<file path="src/rtl/rei_pkg.sv">
// Shared rei core definitions: data-bus widths and CLINT register map.
package rei_pkg;

    localparam int unsigned XLEN   = 32;
    localparam int unsigned XBYTES = XLEN / 8;

    // CLINT register offsets within the 64 KiB window
    localparam logic [15:0] CLINT_MSIP_OFS     = 16'h0000;
    localparam logic [15:0] CLINT_MTIMECMP_OFS = 16'h4000;
    localparam logic [15:0] CLINT_MTIME_OFS    = 16'hBFF8;

    typedef enum logic [2:0] {
        REG_NONE,
        REG_MSIP,
        REG_CMP_LO,
        REG_CMP_HI,
        REG_TIME_LO,
        REG_TIME_HI
    } clint_reg_e;

    // Replace the strobed bytes of old_word with those of new_word
    function automatic logic [XLEN-1:0] merge_bytes(input logic [XLEN-1:0]   old_word,
                                                    input logic [XLEN-1:0]   new_word,
                                                    input logic [XBYTES-1:0] strb);
        logic [XLEN-1:0] r;
        r = old_word;
        for (int unsigned b = 0; b < XBYTES; b++) begin
            if (strb[b]) r[8*b +: 8] = new_word[8*b +: 8];
        end
        return r;
    endfunction

    // Map a window offset to a register; byte-lane bits [1:0] are ignored
    function automatic clint_reg_e clint_decode(input logic [15:0] ofs);
        logic [15:0] word_ofs;
        word_ofs = {ofs[15:2], 2'b00};
        case (word_ofs)
            CLINT_MSIP_OFS:                 return REG_MSIP;
            CLINT_MTIMECMP_OFS:             return REG_CMP_LO;
            CLINT_MTIMECMP_OFS + 16'd4:     return REG_CMP_HI;
            CLINT_MTIME_OFS:                return REG_TIME_LO;
            CLINT_MTIME_OFS + 16'd4:        return REG_TIME_HI;
            default:                        return REG_NONE;
        endcase
    endfunction

endpackage

</file>
<file path="src/rtl/clint_prescaler.sv">
// mtime prescaler: counts 0..TickDiv-1 and flags the wrap cycle.
module clint_prescaler #(
    parameter int unsigned TickDiv = 1
) (
    input  logic clk_i,
    input  logic rst_i,
    output logic tick_o
);

    localparam int unsigned     CntW   = (TickDiv > 1) ? $clog2(TickDiv) : 1;
    localparam logic [CntW-1:0] CntMax = CntW'(TickDiv - 1);

    logic [CntW-1:0] cnt;

    assign tick_o = (cnt == CntMax);

    // Free-running divide counter, wraps after TickDiv cycles
    always_ff @(posedge clk_i) begin
        if (rst_i)       cnt <= '0;
        else if (tick_o) cnt <= '0;
        else             cnt <= cnt + CntW'(1);
    end

endmodule

</file>
<file path="src/rtl/clint_timer.sv">
// Core-local interruptor: msip, mtimecmp and 64-bit mtime on the data bus.
module clint_timer
    import rei_pkg::*;
#(
    parameter logic [XLEN-1:0] BaseAddr = 32'h0200_0000,
    parameter int unsigned     TickDiv  = 1
) (
    input  logic              clk_i,
    input  logic              rst_i,
    input  logic [XLEN-1:0]   addr_i,
    input  logic              arvalid_i,
    input  logic              wvalid_i,
    input  logic [XLEN-1:0]   wdata_i,
    input  logic [XBYTES-1:0] wstrb_i,
    output logic              sel_o,
    output logic [XLEN-1:0]   rdata_o,
    output logic              mtip_o,
    output logic              msip_o
);

    logic [63:0]     mtime;
    logic [63:0]     mtimecmp;
    logic            msip;
    logic            tick;
    logic            wr_en;
    clint_reg_e      reg_sel;
    logic [XLEN-1:0] rd_word;
    logic [XLEN-1:0] wr_word;

    clint_prescaler #(.TickDiv(TickDiv)) u_prescaler (
        .clk_i  (clk_i),
        .rst_i  (rst_i),
        .tick_o (tick)
    );

    assign sel_o   = (addr_i[XLEN-1:16] == BaseAddr[XLEN-1:16]);
    assign reg_sel = sel_o ? clint_decode(addr_i[15:0]) : REG_NONE;
    // An all-zero strobe is treated as no write at all, so it never blocks a tick
    assign wr_en   = wvalid_i && sel_o && (wstrb_i != '0);
    // Merge against the current word; rd_word doubles as the pre-write value
    assign wr_word = merge_bytes(rd_word, wdata_i, wstrb_i);

    // Current value of the addressed register (zero for unmapped / out of window)
    always_comb begin
        rd_word = '0;
        case (reg_sel)
            REG_MSIP:    rd_word = {{(XLEN-1){1'b0}}, msip};
            REG_CMP_LO:  rd_word = mtimecmp[31:0];
            REG_CMP_HI:  rd_word = mtimecmp[63:32];
            REG_TIME_LO: rd_word = mtime[31:0];
            REG_TIME_HI: rd_word = mtime[63:32];
            default:     rd_word = '0;
        endcase
    end

    // Software-writable registers and the registered read/interrupt outputs
    always_ff @(posedge clk_i) begin
        if (rst_i) begin
            msip     <= 1'b0;
            mtimecmp <= '1;
            rdata_o  <= '0;
            mtip_o   <= 1'b0;
            msip_o   <= 1'b0;
        end else begin
            rdata_o <= arvalid_i ? rd_word : '0;
            mtip_o  <= (mtime >= mtimecmp);
            msip_o  <= msip;
            if (wr_en) begin
                case (reg_sel)
                    REG_MSIP:   msip            <= wr_word[0];
                    REG_CMP_LO: mtimecmp[31:0]  <= wr_word;
                    REG_CMP_HI: mtimecmp[63:32] <= wr_word;
                    default:    ;
                endcase
            end
        end
    end

    // mtime: a bus write to either half wins over (and swallows) the tick
    always_ff @(posedge clk_i) begin
        if (rst_i) begin
            mtime <= '0;
        end else if (wr_en && reg_sel == REG_TIME_LO) begin
            mtime <= {mtime[63:32], wr_word};
        end else if (wr_en && reg_sel == REG_TIME_HI) begin
            mtime <= {wr_word, mtime[31:0]};
        end else if (tick) begin
            mtime <= mtime + 64'd1;
        end
    end

endmodule
</file>
<file path="config.mk">
export PLATFORM = sky130hd
export DESIGN_NAME = clint_timer
export DESIGN_NICKNAME = d
export VERILOG_FILES = /design/src/rtl/rei_pkg.sv /design/src/rtl/clint_prescaler.sv /design/src/rtl/clint_timer.sv
export SDC_FILE = /design/constraint.sdc
export NUM_CORES = 1
export LEC_CHECK = 0
export ABC_CLOCK_PERIOD_IN_PS = 7000
export BUFFER_PORTS_ARGS = -buffer_cell sky130_fd_sc_hd__buf_2
export CORE_MARGIN = 1
export CORE_UTILIZATION = 45
export CTS_CLUSTER_SIZE = 10
export DETAILED_ROUTE_END_ITERATION = 16
export GPL_TIMING_DRIVEN = 0
export HOLD_SLACK_MARGIN = 0.12
export PLACE_DENSITY = 0.66
export SYNTH_ARGS = -nofsm -noshare
export SYNTH_HDL_FRONTEND = slang
export SYNTH_SLANG_ARGS = --single-unit
</file>
<file path="constraint.sdc">
create_clock -name clk_i -period 7 [get_ports clk_i]
set_input_delay 1.05 -clock clk_i [delete_from_list [all_inputs] [get_ports clk_i]]
set_output_delay 1.05 -clock clk_i [all_outputs]
set_load 0.005 [all_outputs]
</file>
* After elaboration in Yosys (flattened, before gate mapping) *
Cells that the tools add are included.

storage, ports and cells
  flip-flop bits (word level) = 164
  bits of input ports = 72
  output and inout bits = 35
  word-level logic and storage cells = 51

operators by class
  add/sub/neg operators = 2
  magnitude comparators = 1
  eq/ne operators = 13
  multiplexer cells = 10
  bitwise logic cells = 3
  reductions and logical operators = 13

operators by type and width
  cell                   number
  $pmux 32 s5            1
  $mux 64                2
  $add 64x1->64 const B  1
  $ge 64x64->1           1
  $mux 32                1
  $mux 8                 4
  $eq 14x13->1 const B   2
  $eq 14x14->1 const B   2
  $eq 16x10->1 const B   1
  $pmux 3 s5             1
  $logic_not 14->1       1
  $reduce_and 2->1       5
  $eq 3x2->1 const B     2
  $eq 3x3->1 const B     2
  $ne 2x2->1 const B     3
  $logic_and 1x1->1      4
  $reduce_bool 4->1      1
  $reduce_or 2->1        2
  $eq 3x1->1 const B     1
  $mux 3                 1
  $not 1->1              3
  $add 1x1->1 const B    1

* Logic depth before layout (Yosys ltp) *
  depth after elaboration = 8
  depth in mapped cells = 11
  depth with buffers taken out = 9

* Hierarchy *
A second synthesis with hierarchy kept.

unflattened totals
  cells, all modules = 1,158
  area, all modules = 9,371.5 um2

modules (own cells, without submodules)
  module           instances  cells each  area each (um2)
  clint_timer      1          1,155       9,344.0
  clint_prescaler  1          3           27.5

* Worst setup path after synthesis *
No wires, ideal clock.

  kind = input -> register
  from = input addr_i[8]
  to = register mtimecmp[38]
  data arrival time = 3,227 ps
  data required time = 6,880 ps
  slack = 3,653 ps
  stages on the path = 9
  path buffers = 2
  cell sequence = or4_1 > o41ai_4 > buf_6 > buf_6 > mux2i_1 > o22ai_1 > mux2i_1 > nor2_1 > a211o_1

between the ends
  longest elaborated chain between the ends = 6

ends and longest elaborated chain
  item                                  line               source
  from (decl)                           clint_timer.sv:10  input logic [XLEN-1:0] addr_i,
  $eq 14x14->1 (tied with other cells)  rei_pkg.sv:37      case (word_ofs)
  $pmux 3 s5 *                          rei_pkg.sv:37
  $mux 3 *                              clint_timer.sv:37  assign reg_sel = sel_o ? clint_decode(addr_i[15:0]) : REG_NONE;
  $eq 3x3->1 (tied with other cells)    clint_timer.sv:46  case (reg_sel)
  $pmux 32 s5                           clint_timer.sv:46
  $mux 8                                rei_pkg.sv:28      if (strb[b]) r[8*b +: 8] = new_word[8*b +: 8];
  to (signal assigned)                  clint_timer.sv:72  REG_CMP_HI: mtimecmp[63:32] <= wr_word;
  to (decl)                             clint_timer.sv:22  logic [63:0] mtimecmp;

Mark *: on every way between the ends. The rest lies on a longest branch, timed or not.
A chain may end at the register's enable or synchronous reset.

* Worst setup path in the final report *
  from = input addr_i[18]
  to = output sel_o

between the ends
  longest elaborated chain between the ends = 1

ends and longest elaborated chain
  item          line               source
  $eq 16x10->1  clint_timer.sv:36  assign sel_o = (addr_i[XLEN-1:16] == BaseAddr[XLEN-1:16]);
  to (decl)     clint_timer.sv:15  output logic sel_o,

No other way between the ends.

==> metrics <==
crit path launch type input port; synthesis-to-layout area growth 14.2%; synth cell count leaders dfxtp_1 (164), nor2_1 (161), mux2i_1 (78), inv_1 (77), a21oi_1 (73); f_max 228 MHz; Clock Skews 0.0123 ns; CP top delay family buffers and inverters; CP required 5.95 ns; # nets final 1541; CTS max path bufs 2; fin crit share 62.6%; die width 154 µm; Design Area, Final 0.0119 mm²; critical path cell sequence buf_2 > nor4_1 > nand4_1 > clkinv_1 > clkbuf_1 > buf_2; max-cap violations 0; area of the core 0.0227 mm²; # setup viols final 0; global-route wire length before repair 66400 µm; count of port buffers added during placement 101; crit path DAT 3.33 ns; IO Count 107; H-tree depth 4; crit-path max FO 10; drt total wl 45300 µm; TritonCTS clock tree yes; final non-filler cell total 1703; yosys warns 0; Synth area leader dfxtp_1; row count 55; Net Count, Synth 1421; Slew headroom 9.50%; Async S/R FF share, synth 0%; Slew Viols, Final 0; clk sinks 164; Worst IR Drop VDD 132 µV; initial antenna violation count 0; Routed Antenna Nets 0; cts-stage hold buffer count 0; worst setup path endpoint sel_o; share of cells above drive strength 1 11.7%; Worst Hold Class register to register; count leader, synth dfxtp_1; Unique masters post-synth 73; worst slew pin tran 1.36 ns; Mapped Cells 1284; die area 0.0238 mm²; Reg2Reg Depth 7; count of flip-flops with a built-in enable after synthesis 0; GR Overflow Total 0; RSZ-0062 raised after global routing no; FF-to-FF Start u_prescaler.cnt; # resized after CTS 0; Yosys top cell area share 31.5%; Worst setup EP type output port; Clock Latency Late Sink 0.44 ns; routed len/inst 26.6 µm; Syn Std Cell Area 0.0104 mm²; Initial Utilization 45.9%; GPL Wtd Cong 1.01; Post-CTS Repair Setup Buffers 0; Reg clk slew, reported paths 0.07 ns; vias in the first global route 10309; final setup margin 2.62 ns; slowest CP cell clkbuf_1; overall power 2.11 mW; Crit path buffers/inverters 4; #FFs+latches synth 164; critical path's largest stage delay 0.91 ns; Placed Instances 1670; Hold Vio Cnt, Final 0; Vias 11118; Place WS 2.47 ns; Pwr Density 177 mW/mm²; Mean Syn Cell Area 8.12 µm²; Via-to-Cell Ratio 6.53; Worst path depth 6; sequential element share of the synthesized area 31.5%; Main synth FF type dfxtp_1; DRC errors left 0; largest net degree at the start of global routing 17; reg2reg end mtime[22]; Inserted Clock Buffers 17; die height 154 µm; R2R Setup Slk 3.49 ns; Clock Root Buffer clkbuf_16; DR pass1 iterations 6; P_leak 5.25 nW; most used cell, CP buf_2; Critical path origin addr_i[18]; DP Area 0.0113 mm²; Setup CP Type input port to output port; DRT iter0 DRCs 1472; top post-synthesis cells by area dfxtp_1 (31%), ha_1 (7.8%), mux2i_1 (7.5%), nor2_1 (5.8%), a211o_1 (5.1%); status finished, final reports clean; min Tclk post-route 4.38 ns; DPL Wire Length 32500 µm; TNS Setup 0 ns; GRT Total Usage 38.3%
[through the flow]
step	utilization [%]	hold WS [ns]
CTS	52.4	0.482
global placement	49.7	0.470
detailed placement	49.7	0.474
finish	52.4	0.484
global route	52.4	0.494
floorplan	-	0.458
[worst reg2reg max path: cells and delay by family (launching register included)]
kind            cells  cell delay, ns
flops               1            0.31
buf+inv             3            1.82
simple gates        1            0.42
compound gates      3            0.80
[power by group]
group | switching (mW) | internal (mW) | total (mW) | leakage, nW
sequential | 0.00351 | 0.934 | 0.938 | 1.32
combinational | 0.110 | 0.0481 | 0.158 | 3.63
clock | 0.428 | 0.583 | 1.01 | 0.294
total | 0.541 | 1.57 | 2.11 | 5.25
[layout by cell type, fill, tap and decap left out, types with 5 or more instances in the layout]
| cell | instances |
|---|---|
| dfxtp_1 | 164 |
| nand4_1 | 31 |
| a41oi_1 | 5 |
| o31a_1 | 12 |
| o22ai_1 | 15 |
| nor2_1 | 161 |
| xor2_1 | 8 |
| and4_1 | 6 |
| nor4_1 | 22 |
| ha_1 | 65 |
| a32oi_1 | 11 |
| buf_1 | 6 |
| nor2b_1 | 18 |
| o21a_1 | 8 |
| and2_1 | 5 |
| a211oi_1 | 29 |
| nor3_1 | 32 |
| o21ai_0 | 64 |
| nand3_1 | 35 |
| nand2_1 | 64 |
| mux2i_1 | 78 |
| o22a_1 | 19 |
| or3_1 | 11 |
| and3_1 | 14 |
| a21oi_1 | 73 |
| a21o_1 | 9 |
| mux2_2 | 8 |
| a211o_1 | 61 |
| clkbuf_1 | 71 |
| or4_1 | 7 |
| inv_1 | 77 |
| buf_2 | 106 |
| nand2b_1 | 6 |
| a31oi_1 | 12 |
| clkbuf_16 | 17 |
[registers in the layout, summed over array words and instances (netlist names)]
| register | cells |
|---|---|
| mtip_o | 1 |
| mtime | 64 |
| mtimecmp | 64 |
| msip | 1 |
| msip_o | 1 |
| rdata_o | 32 |
| u_prescaler.cnt | 1 |
[how the worst min path moves through the flow]
stage,to,start,cells after the start,slack [ns]
after floorplan,mtimecmp[28],mtimecmp[28],1,0.46
after global placement,mtimecmp[62],mtimecmp[62],1,0.47
after detailed placement,msip_o,msip,1,0.47
after CTS,msip_o,msip,1,0.48
after global routing,msip_o,msip,1,0.49
final,msip_o,msip,1,0.48
[metal layers]
| layer | track usage (%) | wire length (µm) | up-vias |
|---|---|---|---|
| met5 | 0 | 0 | - |
| met4 | 22.7 | 2630 | 0 |
| met3 | 10.8 | 5370 | 124 |
| met2 | 57.1 | 18900 | 719 |
| met1 | 49.2 | 18500 | 5271 |
| li1 | - | - | 5004 |
[cells by family after synthesis]
kind of cell	after synthesis	synth area share (%)
muxes	86	8.35
other	1	0.0360
and+or+nand+nor	431	20.4
xor gates and xnor gates	12	1.01
buffers and inverters	162	6.11
AOI/OAI and AO/OA	363	24.8
adders and majority gates	65	7.80
DFF	164	31.5
[area by class of cell]
type / count / area, µm²
inverter: 79 / 297
antenna: 1 / 2.50
timing repair buffer: 101 / 505
multi-input combinational: 958 / 6500
fill: 2244 / 10800
clock buffer: 21 / 460
tap: 285 / 357
clock inverter: 11 / 150
buffer: 83 / 340
sequential: 164 / 3280
Power figures use the tool's default switching activity.
